## src/rtl/ctrl_pkg.sv

```systemverilog
// Shared definitions for control-bundle pipeline stages: default bundle width,
// field bit positions, default bubble encoding and the bubble-stage state type.
package ctrl_pkg;

   // Default control bundle width: ALUSrc, RegDst, MemWr, MemRd, MemtoReg, RegWr, ALUOp[1:0]
   localparam int unsigned CtrlW = 8;

   // Bit positions of each field inside the default bundle
   localparam int unsigned BitAluSrc   = 7;
   localparam int unsigned BitRegDst   = 6;
   localparam int unsigned BitMemWr    = 5;
   localparam int unsigned BitMemRd    = 4;
   localparam int unsigned BitMemToReg = 3;
   localparam int unsigned BitRegWr    = 2;
   localparam int unsigned BitAluOpHi  = 1;
   localparam int unsigned BitAluOpLo  = 0;

   // Default bubble: every control asserted low, so a bubble has no side effects
   localparam logic [CtrlW-1:0] BubbleVal = '0;

   typedef enum logic [0:0] {
      StRun,
      StInject
   } bubble_state_e;

endpackage

```

## src/rtl/bubble_down_counter.sv

```systemverilog
// Load/decrement/hold/clear counter tracking how many bubbles of a run are still
// owed after the current one. last_o flags the final outstanding bubble.
module bubble_down_counter #(
   parameter int unsigned CNT_W = 2
) (
   input  logic             clk_i,
   input  logic             rst_i,
   input  logic             clear_i,
   input  logic             load_i,
   input  logic [CNT_W-1:0] load_val_i,
   input  logic             dec_i,
   output logic [CNT_W-1:0] count_o,
   output logic             last_o
);

   logic [CNT_W-1:0] count_q, count_d;

   // Next count: clear wins over load, load over decrement, otherwise hold
   always_comb begin
      count_d = count_q;
      if (clear_i) begin
         count_d = '0;
      end else if (load_i) begin
         count_d = load_val_i;
      end else if (dec_i && (count_q != '0)) begin
         count_d = count_q - CNT_W'(1);
      end
   end

   // Count register with asynchronous active-low reset
   always_ff @(posedge clk_i or negedge rst_i) begin
      if (!rst_i) begin
         count_q <= '0;
      end else begin
         count_q <= count_d;
      end
   end

   assign count_o = count_q;
   assign last_o  = (count_q == CNT_W'(1));

endmodule

```

## src/rtl/ctrl_bubble_stage.sv

```systemverilog
// Registered control-bundle stage between decode and execute with stall, flush
// and programmable bubble-run injection. Optional injected-bubble statistics
// counter is built when CTRL_BUBBLE_STATS_EN is defined.
module ctrl_bubble_stage
   import ctrl_pkg::*;
#(
   parameter int unsigned       CTRL_W      = ctrl_pkg::CtrlW,
   parameter int unsigned       MAX_BUBBLES = 3,
   parameter int unsigned       CNT_W       = $clog2(MAX_BUBBLES + 1),
   parameter logic [CTRL_W-1:0] BUBBLE_VAL  = CTRL_W'(ctrl_pkg::BubbleVal)
) (
   input  logic              clk_i,
   input  logic              rst_i,
   input  logic [CTRL_W-1:0] ctrl_i,
   input  logic              valid_i,
   input  logic              stall_i,
   input  logic              flush_i,
   input  logic              bubble_req_i,
   input  logic [CNT_W-1:0]  bubble_cnt_i,
   output logic [CTRL_W-1:0] ctrl_o,
   output logic              valid_o,
   output logic              ready_o
`ifdef CTRL_BUBBLE_STATS_EN
   ,
   output logic [15:0]       bubble_count_o
`endif
);

   localparam logic [CNT_W-1:0] MaxCnt = CNT_W'(MAX_BUBBLES);

   bubble_state_e     state_q, state_d;
   logic [CTRL_W-1:0] ctrl_q, ctrl_d;
   logic              valid_q, valid_d;

   logic [CNT_W-1:0]  req_n;
   logic              req_fire;
   logic              bubble_wr;
   logic              cnt_clear, cnt_load, cnt_dec;
   logic [CNT_W-1:0]  cnt_load_val;
   logic [CNT_W-1:0]  remaining;
   logic              remaining_last;

   // Clamp the requested run length and decide whether a request is accepted
   always_comb begin
      req_n    = (bubble_cnt_i > MaxCnt) ? MaxCnt : bubble_cnt_i;
      req_fire = (state_q == StRun) && bubble_req_i && (req_n != '0);
   end

   // Next-state and bundle selection; priority is flush > stall > bubble > pass
   always_comb begin
      state_d      = state_q;
      ctrl_d       = ctrl_q;
      valid_d      = valid_q;
      cnt_clear    = 1'b0;
      cnt_load     = 1'b0;
      cnt_dec      = 1'b0;
      cnt_load_val = '0;
      bubble_wr    = 1'b0;
      if (flush_i) begin
         ctrl_d    = BUBBLE_VAL;
         valid_d   = 1'b0;
         cnt_clear = 1'b1;
         state_d   = StRun;
      end else if (!stall_i) begin
         unique case (state_q)
            StRun: begin
               if (req_fire) begin
                  ctrl_d       = BUBBLE_VAL;
                  valid_d      = 1'b0;
                  cnt_load     = 1'b1;
                  cnt_load_val = req_n - CNT_W'(1);
                  bubble_wr    = 1'b1;
                  state_d      = (req_n > CNT_W'(1)) ? StInject : StRun;
               end else begin
                  ctrl_d  = ctrl_i;
                  valid_d = valid_i;
               end
            end
            StInject: begin
               ctrl_d    = BUBBLE_VAL;
               valid_d   = 1'b0;
               cnt_dec   = 1'b1;
               bubble_wr = 1'b1;
               if (remaining_last) begin
                  state_d = StRun;
               end
            end
            default: begin
               state_d = StRun;
            end
         endcase
      end
   end

   // Stage registers with asynchronous active-low reset
   always_ff @(posedge clk_i or negedge rst_i) begin
      if (!rst_i) begin
         state_q <= StRun;
         ctrl_q  <= BUBBLE_VAL;
         valid_q <= 1'b0;
      end else begin
         state_q <= state_d;
         ctrl_q  <= ctrl_d;
         valid_q <= valid_d;
      end
   end

   bubble_down_counter #(
      .CNT_W (CNT_W)
   ) u_remaining (
      .clk_i      (clk_i),
      .rst_i      (rst_i),
      .clear_i    (cnt_clear),
      .load_i     (cnt_load),
      .load_val_i (cnt_load_val),
      .dec_i      (cnt_dec),
      .count_o    (remaining),
      .last_o     (remaining_last)
   );

   // Back-pressure upstream while holding or while a bubble occupies the slot;
   // flush deliberately does not lower ready
   always_comb begin
      ready_o = !stall_i && (state_q != StInject) && !req_fire;
   end

   assign ctrl_o  = ctrl_q;
   assign valid_o = valid_q;

`ifdef CTRL_BUBBLE_STATS_EN
   logic [15:0] bubble_count_q, bubble_count_d;

   // Saturating count of bubbles written by a request or an ongoing run
   always_comb begin
      bubble_count_d = bubble_count_q;
      if (bubble_wr && (bubble_count_q != 16'hFFFF)) begin
         bubble_count_d = bubble_count_q + 16'd1;
      end
   end

   // Statistics register
   always_ff @(posedge clk_i or negedge rst_i) begin
      if (!rst_i) begin
         bubble_count_q <= '0;
      end else begin
         bubble_count_q <= bubble_count_d;
      end
   end

   assign bubble_count_o = bubble_count_q;
`endif

endmodule

```

## config.mk

```make
export PLATFORM = sky130hd
export DESIGN_NAME = ctrl_bubble_stage
export DESIGN_NICKNAME = d
export VERILOG_FILES = /design/src/rtl/ctrl_pkg.sv /design/src/rtl/bubble_down_counter.sv /design/src/rtl/ctrl_bubble_stage.sv
export SDC_FILE = /design/constraint.sdc
export NUM_CORES = 1
export LEC_CHECK = 0
export ABC_AREA = 1
export CORE_MARGIN = 3
export CORE_UTILIZATION = 43
export CTS_CLUSTER_DIAMETER = 30
export DETAILED_ROUTE_END_ITERATION = 10
export HOLD_SLACK_MARGIN = 0.12
export PLACE_DENSITY_LB_ADDON = 0.12
export REMOVE_ABC_BUFFERS = 1
export SYNTH_ARGS = -nofsm -noshare
export SYNTH_HDL_FRONTEND = slang
export SYNTH_HIERARCHICAL = 1
export SYNTH_SLANG_ARGS = --single-unit
```

## constraint.sdc

```tcl
create_clock -name clk_i -period 2.35 [get_ports clk_i]
set_clock_uncertainty 0.1 [all_clocks]
set_input_delay 0.235 -clock clk_i [delete_from_list [all_inputs] [get_ports clk_i]]
set_output_delay 0.235 -clock clk_i [all_outputs]
set_load 0.05 [all_outputs]
```

Word-level counts from Yosys, hierarchy flattened
Index checks and enable logic that the tools add are counted.

$add $sub $neg: 2. $lt $le $gt $ge: 2. Equal/unequal tests: 2. Muxes and demuxes: 30. Bitwise logic cells: 1. Reduce and logical (&&, ||, !) cells: 10.

Operators with widths (count): $mux W8 (3); $mux W1 (16); $mux W2 (8); $pmux W8 S2 (1); $logic_and A1 B1 Y1 (5); $pmux W1 S2 (2); $reduce_bool A2 Y1 (2); $sub A2 B1 Y2 const B (2); $reduce_bool A3 Y1 (1); $eq A2 B1 Y1 const B (1); $gt A2 B1 Y1 const B (1); $gt A2 B2 Y1 const B (1); $logic_not A1 Y1 (2); $ne A2 B1 Y1 const B (1); $not A1 Y1 (1).

Register bits: 12. Output and inout bits: 10. Logic and storage cells: 51.

Logic depth before layout (Yosys ltp)
Gate-level depths: netlist (run 1).

Word-level depth: 10. Mapped depth: 11.

Modules after synthesis
The synthesis (run 1) kept the hierarchy.

Modules (own cells, without submodules): ctrl_bubble_stage (instances 1, cells an instance 65, area an instance 515.5 um^2, seq. area each 250.2 um^2); bubble_down_counter (instances 1, cells an instance 21, area an instance 148.9 um^2, seq. area each 50.0 um^2).

Worst setup path after synthesis (run 1)
OpenSTA, ideal clock, no wires.

Kind: register to output. From: reg state_q. To: out ready_o. Data arrival time: 1.228 ns. Data required time: 2.015 ns. Setup slack: 0.787 ns. Stages on the path, launching flop included: 4. Path buffers: 0. Path through: dfrtp_1 -> inv_1 -> o21ai_1 -> nor2_1.

Word-level cells in the longest chain between the ends: 5.

RTL lines: start: declaration (RTL line ctrl_bubble_stage.sv:31) `bubble_state_e state_q, state_d;`; start signal: assignment (RTL line ctrl_bubble_stage.sv:98) `state_q <= StRun;`; start signal: assignment (RTL line ctrl_bubble_stage.sv:102) `state_q <= state_d;`; $not A1 Y1 (*); $logic_and A1 B1 Y1 (2 in a row) (RTL line ctrl_bubble_stage.sv:46) `req_fire = (state_q == StRun) && bubble_req_i && (req_n != '0);`; $logic_not A1 Y1 (RTL line ctrl_bubble_stage.sv:124) `ready_o = !stall_i && (state_q != StInject) && !req_fire;`; $logic_and A1 B1 Y1 (*) (RTL line ctrl_bubble_stage.sv:124); end: declaration (RTL line ctrl_bubble_stage.sv:22) `output logic ready_o`.

Mark *: on every way between the ends. The rest lies on a longest branch, timed or not.

Worst setup path after layout (run 1)
From: reg ctrl_q[5], in the netlist ctrl_o[5]. To: out ctrl_o[5].

RTL lines: start: declaration (RTL line ctrl_bubble_stage.sv:32) `logic [CTRL_W-1:0] ctrl_q, ctrl_d;`; start signal: assignment (RTL line ctrl_bubble_stage.sv:103) `ctrl_q <= ctrl_d;`; end: declaration (RTL line ctrl_bubble_stage.sv:20) `output logic [CTRL_W-1:0] ctrl_o,`.

No word-level cell between the ends.

==> impl_results.md, run 1 <==
* Fin util at 70.8%
* Setup fix buffers added after clock tree synthesis at 0
* Slowest cell on crit path: clkdlybuf4s50_1
* M2 GR Usage at 22.3%
* # setup viols final at 0
* CP Class: reg2out
* Final Hold Fails at 0
* WP data required at 2.02 ns
* Launching point of the worst reg2reg path: state_q
* Post-Route WL at 1420 µm
* Critical path peak fanout at 2
* Final Total Pwr at 0.541 mW
* Dpl cells at 126
* Synth top area cells: dfrtp_1 45%, nand2_1 16%, nand3_1 9.8%
* Peak Freq at 0.560 GHz
* R2R Setup Slk at 0.87 ns
* Post-DP HPWL at 1110 µm
* CTS clk-pin slew, worst paths at 0.08 ns
* DIE AREA at 2050 µm²
* Synth Register Bits at 12
* Gate Count Post-Synth at 86
* Critical Path Sink Type: output pin
* Hold Buf Count CTS at 0
* Rows at 13
* LEAKAGE at 0.496 nW
* Remaining Overflow, GRT at 0
* Met3 Use GR at 7.57%
* Tmin final at 1.79 ns
* Syn avg cell area at 7.73 µm²
* CTS tree: yes
* Register area at 300 µm²
* Mapped cell area at 664 µm²
* Initial antenna violation count at 0
* Crit path cell chain: clkdlybuf4s50_1
* Worst Path Arrival at 1.45 ns
* Vias at 618
* Largest area contributor in the netlist: dfrtp_1
* All-Layer GR Usage at 15.1%
* Most frequent cell after synthesis: nand2_1
* Final ANT Viol Nets at 0
* GPL Wtd Cong at 0.785
* Layout cell share with drive strength beyond 1 at 11.3%
* Dpl ws at 0.332 ns
* Area of the multi-input gates at 319 µm²
* Sequential area share after synthesis at 45.2%
* DRC Markers at 0
* Vias per cell at 4.75
* Status: finished clean
* DR pass1 iterations at 5
* Port bufs at 25
* Post-synth EDFFs at 0
* Initial Utilization at 48.6%
* Max Transition Viols Final at 0
* Reg2reg path depth at 9
* Slack of the critical path at 0.564 ns
* H-tree Lvls at 1
* Core area at 1370 µm²
* Buf+Inv Stages, Crit Path at 1
* Reg-to-reg endpoint: u_remaining/count_o[0]
* Top FF cell, synth: dfrtp_1
* Max Root-Sink Buffers at 2
* DIE HEIGHT at 45.3 µm
* Non-Filler Instances at 130
* Total CTS buffers at 3
* Hold Path Class: in2async
* Startpoint Class: flop
* First DRT Iteration DRCs at 6
* Netlist cell types at 15
* First-pass GRT wire length at 2250 µm
* Worst-margin pin slew at 0.518 ns
* M1 GR Usage at 19.8%
* Layout area overhead at 45.6%
* Pin count of the biggest net entering global routing at 13
* Max-slew headroom at 65.3%
* Worst path max stage delay at 0.81 ns
* Crit path max-delay family: buffers and inverters
* Max cap viols at 0
* CTS Sinks at 12
* Vias in the first global route at 549
* Worst skew pair latency at 0.27 ns
* Worst VDD drop at 0.000396 V
* TNS Setup at 0 ns
* Die width at 45.3 µm
* PostCTS Resize Cnt at 0
* Commonest cells in the netlist: 29 x nand2_1, 13 x nand3_1, 12 x dfrtp_1, 9 x inv_1, 6 x nor2_1
* Root Buffer: clkbuf_4
* Synth warnings at 6
* NumNets Final at 136
* Filler cells at 116
* I/O pins at 26
* RSZ-0062 raised after global routing: false
* GRT busiest layer: met2
* Final worst path period share at 76.0%
* Post-synth top area share at 45.2%
* PwrDens at 559 nW/µm²
* Routed len/inst at 10.9 µm
* Antenna cells at 0
* Asr flop ratio synth at 100%
through the flow:
stage | area [µm²] | hold slack (ns)
after global placement | 931 | 0.361
after CTS | 967 | 0.214
after detailed placement | 931 | 0.364
final | 967 | 0.198
after global routing | 967 | 0.217
after floorplan | 664 | -0.161
flip-flops by register name, indices dropped and copies added (netlist names):
| name | cells |
|---|---|
| ctrl_o | 8 |
| valid_o | 1 |
| state_q | 1 |
| u_remaining/count_o | 2 |
per-layer routing:
metal,share of wire (%),vias to the layer above
li1,-,329
met1,46,266
met2,44,21
met3,9.1,2
met4,0.28,0
met5,0,-
where the power goes:
part / switching [mW] / internal [mW] / total (mW)
Combinational: 0.0866 / 0.0595 / 0.146
Sequential: 0.0103 / 0.221 / 0.232
Clock: 0.0687 / 0.0941 / 0.163
Total: 0.166 / 0.375 / 0.541
cells in the final DEF, fill, tap and decap left out, drive strengths merged:
cell and instances:
dfrtp 12, nor2 10, nand2 31, nand3 13, clkdlybuf4s50 24, clkinv 1, o21ai 3, ha 4
a21oi 1, clkbuf 4, inv 11, buf 1
cell families (layout without fill, tap and decap cells):
kind of cell,count (synthesis),in the layout,share of synthesized area [%]
buffers and inverters,12,41,6.78
DFF,12,12,45.2
AOI/OAI and AO/OA,4,4,3.01
and+or+nand+nor,54,54,37.5
adders and majority gates,4,4,7.53
worst max path at each step:
stage / from / endpoint / slack, ns / cells after the start
global route: bubble_cnt_i[0] / u_remaining/count_o[0] / 0.44 / 12
detailed placement: bubble_cnt_i[0] / u_remaining/count_o[0] / 0.33 / 12
finish: ctrl_o[5] / ctrl_o[5] / 0.56 / 1
floorplan: state_q / ready_o / 0.79 / 3
CTS: ctrl_o[1] / ctrl_o[1] / 0.56 / 1
global placement: bubble_cnt_i[0] / u_remaining/count_o[1] / 0.38 / 12
area by class of cell:
class / instances / share of cell area, %
Multi-Input combinational cell: 62 / 33.0
Timing Repair Buffer: 25 / 25.6
Clock buffer: 4 / 3.75
Tap cell: 15 / 1.94
Sequential cell: 12 / 31.0
Inverter: 12 / 4.66
(Power assumes the default switching activity.)
==> inputs of run 2 (changes only) <==
--- a/config.mk
+++ b/config.mk
@@ -7,7 +7,7 @@
 export LEC_CHECK = 0
 export ABC_AREA = 1
 export CORE_MARGIN = 3
-export CORE_UTILIZATION = 43
+export CORE_UTILIZATION = 41
 export CTS_CLUSTER_DIAMETER = 30
 export DETAILED_ROUTE_END_ITERATION = 10
 export HOLD_SLACK_MARGIN = 0.12
==> constraint.sdc (replaced) <==
create_clock -name clk_i -period 1.8 [get_ports clk_i]
set_clock_uncertainty 0.1 [all_clocks]
set_input_delay 0.18 -clock clk_i [delete_from_list [all_inputs] [get_ports clk_i]]
set_output_delay 0.18 -clock clk_i [all_outputs]
set_load 0.05 [all_outputs]
==> run 2 against run 1 <==
Final cell count grew 2.3%. Non-clock buffer count up 3. Via count increased by 3.6%. Sequential cell count unchanged. Combinational power rose by 36%. Count of clock-buffer cells in the layout unchanged. Sequential share of layout area fell by 0.78 points. Global-route usage grew 0.84 points. Worst hold slack got worse by 0.051 ns. Power grew 32%. Clock power is 32% higher. Critical path type unchanged. Largest power group unchanged. Highest routed layer unchanged.
==> impl_results.md, run 2 (synthesized netlist as in run 1, its figures left out) <==
* Vias per cell at 4.81
* Dpl ws at -0.0610 ns
* DIE HEIGHT at 46.3 µm
* CTS clk-pin slew, worst paths at 0.08 ns
* Remaining Overflow, GRT at 0
* CTS Sinks at 12
* Crit path cell chain: clkdlybuf4s50_1
* LEAKAGE at 0.527 nW
* I/O pins at 26
* Vias at 640
* Critical path peak fanout at 2
* R2R Setup Slk at 0.40 ns
* Hold WS at 0.147 ns
* Final Total Pwr at 0.715 mW
* Max cap viols at 0
* Worst path max stage delay at 0.82 ns
* DIE AREA at 2140 µm²
* Final ANT Viol Nets at 0
* Worst VDD drop at 0.000520 V
* H-tree Lvls at 1
* Startpoint Class: flop
* First DRT Iteration DRCs at 6
* WP data required at 1.52 ns
* Worst skew pair latency at 0.28 ns
* M2 GR Usage at 25.3%
* First-pass GRT wire length at 2370 µm
* Status: finished clean
* Most common cell after layout, fill and taps aside: nand2_1
* Initial Utilization at 46.9%
* Post-Route WL at 1500 µm
* Slack of the critical path at 0.0737 ns
* Worst-margin pin slew at 0.536 ns
* Layout area overhead at 49.3%
* Initial antenna violation count at 0
* Setup fix buffers added after clock tree synthesis at 0
* Crit path max-delay family: buffers and inverters
* Final worst path period share at 95.9%
* Critical Path Sink Type: output pin
* Antenna cells at 0
* GRT busiest layer: met2
* Vias in the first global route at 606
* Max Transition Viols Final at 0
* Root Buffer: clkbuf_4
* Die width at 46.3 µm
* Layout cell share with drive strength beyond 1 at 13.6%
* DRC Markers at 0
* Max-slew headroom at 64.2%
* Placed cell areas at 953 µm²
* Post-DP HPWL at 1170 µm
* Fin util at 70.1%
* Port bufs at 25
* Hold Path Class: in2async
* Final Hold Fails at 0
* Most frequent cells in the layout: 29 x nand2_1, 23 x clkdlybuf4s50_1, 13 x nand3_1
* Slowest cell on crit path: clkdlybuf4s50_1
* Core area at 1420 µm²
* PostCTS Resize Cnt at 0
* NumNets Final at 139
* Hold Buf Count CTS at 0
* GPL Wtd Cong at 0.785
* Tmin final at 1.73 ns
* Total CTS buffers at 3
* Routed len/inst at 11.2 µm
* RSZ-0062 raised after global routing: false
* CTS tree: yes
* Buf+Inv Stages, Crit Path at 1
* All-Layer GR Usage at 16.0%
* Peak Freq at 0.579 GHz
* Max Root-Sink Buffers at 2
* PwrDens at 721 nW/µm²
* CP Class: reg2out
* Met3 Use GR at 8.20%
* Rows at 13
* Worst Path Arrival at 1.45 ns
* M1 GR Usage at 18.4%
* DR pass1 iterations at 4
* Largest register FFs at 8
* Pin count of the biggest net entering global routing at 13
* Final Instance Area at 992 µm²
* # setup viols final at 0
run 2: layer usage:
layer / wire length, µm / vias up
li1: - / 332
met1: 647 / 280
met2: 704 / 26
met3: 136 / 2
met4: 8 / 0
met5: 0 / -
run 2: layout make-up:
| type | count | area (µm²) |
|---|---|---|
| repair buffers | 28 | 273 |
| fillers | 116 | 423 |
| inverters | 12 | 45.0 |
| well taps | 15 | 18.8 |
| multi-input cells | 62 | 319 |
| clock buffers | 4 | 36.3 |
| flip-flops and latches | 12 | 300 |
run 2: path summary, 6_finish.rpt:
kind / from / to / cells past startpoint
worst max register to register: state_q / u_remaining/count_o[1] / 9
max in group asynchronous: rst_i / u_remaining/count_o[1] / 1
worst min register to register: ctrl_o[5] / ctrl_o[5] / 2
worst min-delay path: rst_i / ctrl_o[5] / 1
worst max-delay path: ctrl_o[1] / ctrl_o[1] / 1
min in group clk_i: ctrl_i[5] / ctrl_o[5] / 3
run 2: per-stage QoR:
| stage | std cells | setup TNS [ns] |
|---|---|---|
| after global placement | 129 | -0.0158 |
| after CTS | 133 | 0 |
| after global routing | 133 | 0 |
| final | 133 | 0 |
| after floorplan | 86 | 0 |
| after detailed placement | 129 | -0.0852 |
run 2: power breakdown:
part           switching, mW  leakage (nW)  internal [mW]
registers             0.0139         0.161          0.289
clock network         0.0916        0.0210          0.123
logic                  0.115         0.344         0.0828
total                  0.220         0.527          0.495
==> inputs of run 3 (changes only) <==
--- a/config.mk
+++ b/config.mk
@@ -7,7 +7,7 @@
 export LEC_CHECK = 0
 export ABC_AREA = 1
 export CORE_MARGIN = 3
-export CORE_UTILIZATION = 41
+export CORE_UTILIZATION = 43
 export CTS_CLUSTER_DIAMETER = 30
 export DETAILED_ROUTE_END_ITERATION = 10
 export HOLD_SLACK_MARGIN = 0.12
==> constraint.sdc (replaced) <==
create_clock -name clk_i -period 2.1 [get_ports clk_i]
set_clock_uncertainty 0.1 [all_clocks]
set_input_delay 0.21 -clock clk_i [delete_from_list [all_inputs] [get_ports clk_i]]
set_output_delay 0.21 -clock clk_i [all_outputs]
set_load 0.05 [all_outputs]
==> run 3 against run 2 <==
Clock power shrank 19%. Combinational power shrank 17%. First-iteration DRC count rose to 2.8 times the previous value. Power is 16% lower. Non-clock buffer count fell by 3. Sequential power decreased by 15%. Via count down 2.3%. Sequential cell count unchanged. Die area fell by 4.1%. Utilization grew 0.67 points. Count of clock-buffer cells in the layout unchanged. Critical endpoint is now ctrl_o[2]. Largest cell class unchanged. Largest power group unchanged.
==> impl_results.md, run 3 (synthesized netlist as in run 1, its figures left out) <==
* Placed cell areas at 931 µm²
* Area of the multi-input gates at 319 µm²
* NumNets Final at 136
* Remaining Overflow, GRT at 0
* Hold WS at 0.192 ns
* Hold Buf Count CTS at 0
* Status: finished clean
* DIE HEIGHT at 45.3 µm
* Root Buffer: clkbuf_4
* First-pass GRT wire length at 2500 µm
* Pint at 0.419 mW
* DIE AREA at 2050 µm²
* Max-slew headroom at 63.8%
* Tmin final at 1.75 ns
* Initial antenna violation count at 0
* Final ANT Viol Nets at 0
* Crit path cell chain: clkdlybuf4s50_1
* Port bufs at 25
* Critical path peak fanout at 2
* H-tree Lvls at 1
* Register area at 300 µm²
* All-Layer GR Usage at 17.2%
* LEAKAGE at 0.496 nW
* Buf+Inv Stages, Crit Path at 1
* Pin count of the biggest net entering global routing at 13
* Max Transition Viols Final at 0
* Final Hold Fails at 0
* Vias in the first global route at 589
* Final Instance Area at 967 µm²
* Slack of the critical path at 0.347 ns
* PostCTS Resize Cnt at 0
* RSZ-0062 raised after global routing: false
* First DRT Iteration DRCs at 17
* Setup fix buffers added after clock tree synthesis at 0
* Most common cell after layout, fill and taps aside: nand2_1
* PwrDens at 618 nW/µm²
* Antenna cells at 0
* Slowest cell on crit path: clkdlybuf4s50_1
* Crit path max-delay family: buffers and inverters
* Filler cells at 119
* Layout cell share with drive strength beyond 1 at 11.3%
* Worst Path Arrival at 1.44 ns
* Max Root-Sink Buffers at 2
* CTS clk-pin slew, worst paths at 0.07 ns
* CP Class: reg2out
* Post-Route WL at 1470 µm
* Dpl ws at 0.110 ns
* DR pass1 iterations at 5
* Non-Filler Instances at 130
* Sw Ratio at 29.9%
* Rows at 13
* Combinational power share at 27.5%
* Register share of total power at 43.3%
* Most frequent cells in the layout: 29 x nand2_1, 24 x clkdlybuf4s50_1, 13 x nand3_1
* Switch Pwr at 0.179 mW
* GPL Wtd Cong at 0.714
* Worst path max stage delay at 0.81 ns
* Worst skew pair latency at 0.27 ns
* I/O pins at 26
* Worst VDD drop at 0.000407 V
* Clk pwr share at 29.2%
* Dpl cells at 126
* Hold Path Class: in2async
* Peak Freq at 0.570 GHz
* CTS tree: yes
* Total CTS buffers at 3
* Critical Path Sink Type: output pin
* Startpoint Class: flop
* Layout area overhead at 45.6%
* WP data required at 1.79 ns
* DRC Markers at 0
* Vias at 625
* Vias per cell at 4.81
* Worst-margin pin slew at 0.542 ns
* Post-DP HPWL at 1130 µm
* Fin util at 70.8%
* Routed len/inst at 11.3 µm
* Initial Utilization at 48.6%
* # setup viols final at 0
* Final worst path period share at 83.5%
* Max cap viols at 0
* Die width at 45.3 µm
* Core area at 1370 µm²
* CTS Sinks at 12
* TNS Setup at 0 ns
* Largest register FFs at 8
* Final Total Pwr at 0.598 mW
## run 3: cell type report
type                    count  share of cell area [%]
flip-flops and latches     12                    31.0
clock buffers               4                    3.75
well taps                  15                    1.94
inverters                  12                    4.66
multi-input cells          62                    33.0
repair buffers             25                    25.6
## run 3: power groups by stage
stage                     Clock, mW  Sequential [mW]  Combinational, mW
after floorplan                   0            0.294             0.0640
after global placement            0            0.263              0.161
after detailed placement          0            0.264              0.165
after CTS                     0.184            0.259              0.165
after global routing          0.192            0.262              0.181
final                         0.175            0.259              0.164
## run 3: final timing paths
| check | depth (start not counted) | slack [ns] | end | startpoint |
|---|---|---|---|---|
| min | 1 | 0.19 | state_q | rst_i |
| max reg2reg | 9 | 0.61 | u_remaining/count_o[0] | state_q |
| max | 1 | 0.35 | ctrl_o[2] | ctrl_o[2] |
| min in group clk_i | 2 | 0.38 | ctrl_o[7] | ctrl_o[7] |
| min reg2reg | 2 | 0.38 | ctrl_o[7] | ctrl_o[7] |
| max in group asynchronous | 1 | 1.35 | u_remaining/count_o[1] | rst_i |
## run 3: metal layers
layer  global-route usage [%]  up-vias  part of all wire (%)
met3                     7.97        2                   8.7
met5                        0        -                     0
li1                         -      326                     -
met1                     21.9      275                    46
met4                     3.51        0                  0.27
met2                     26.8       22                    45
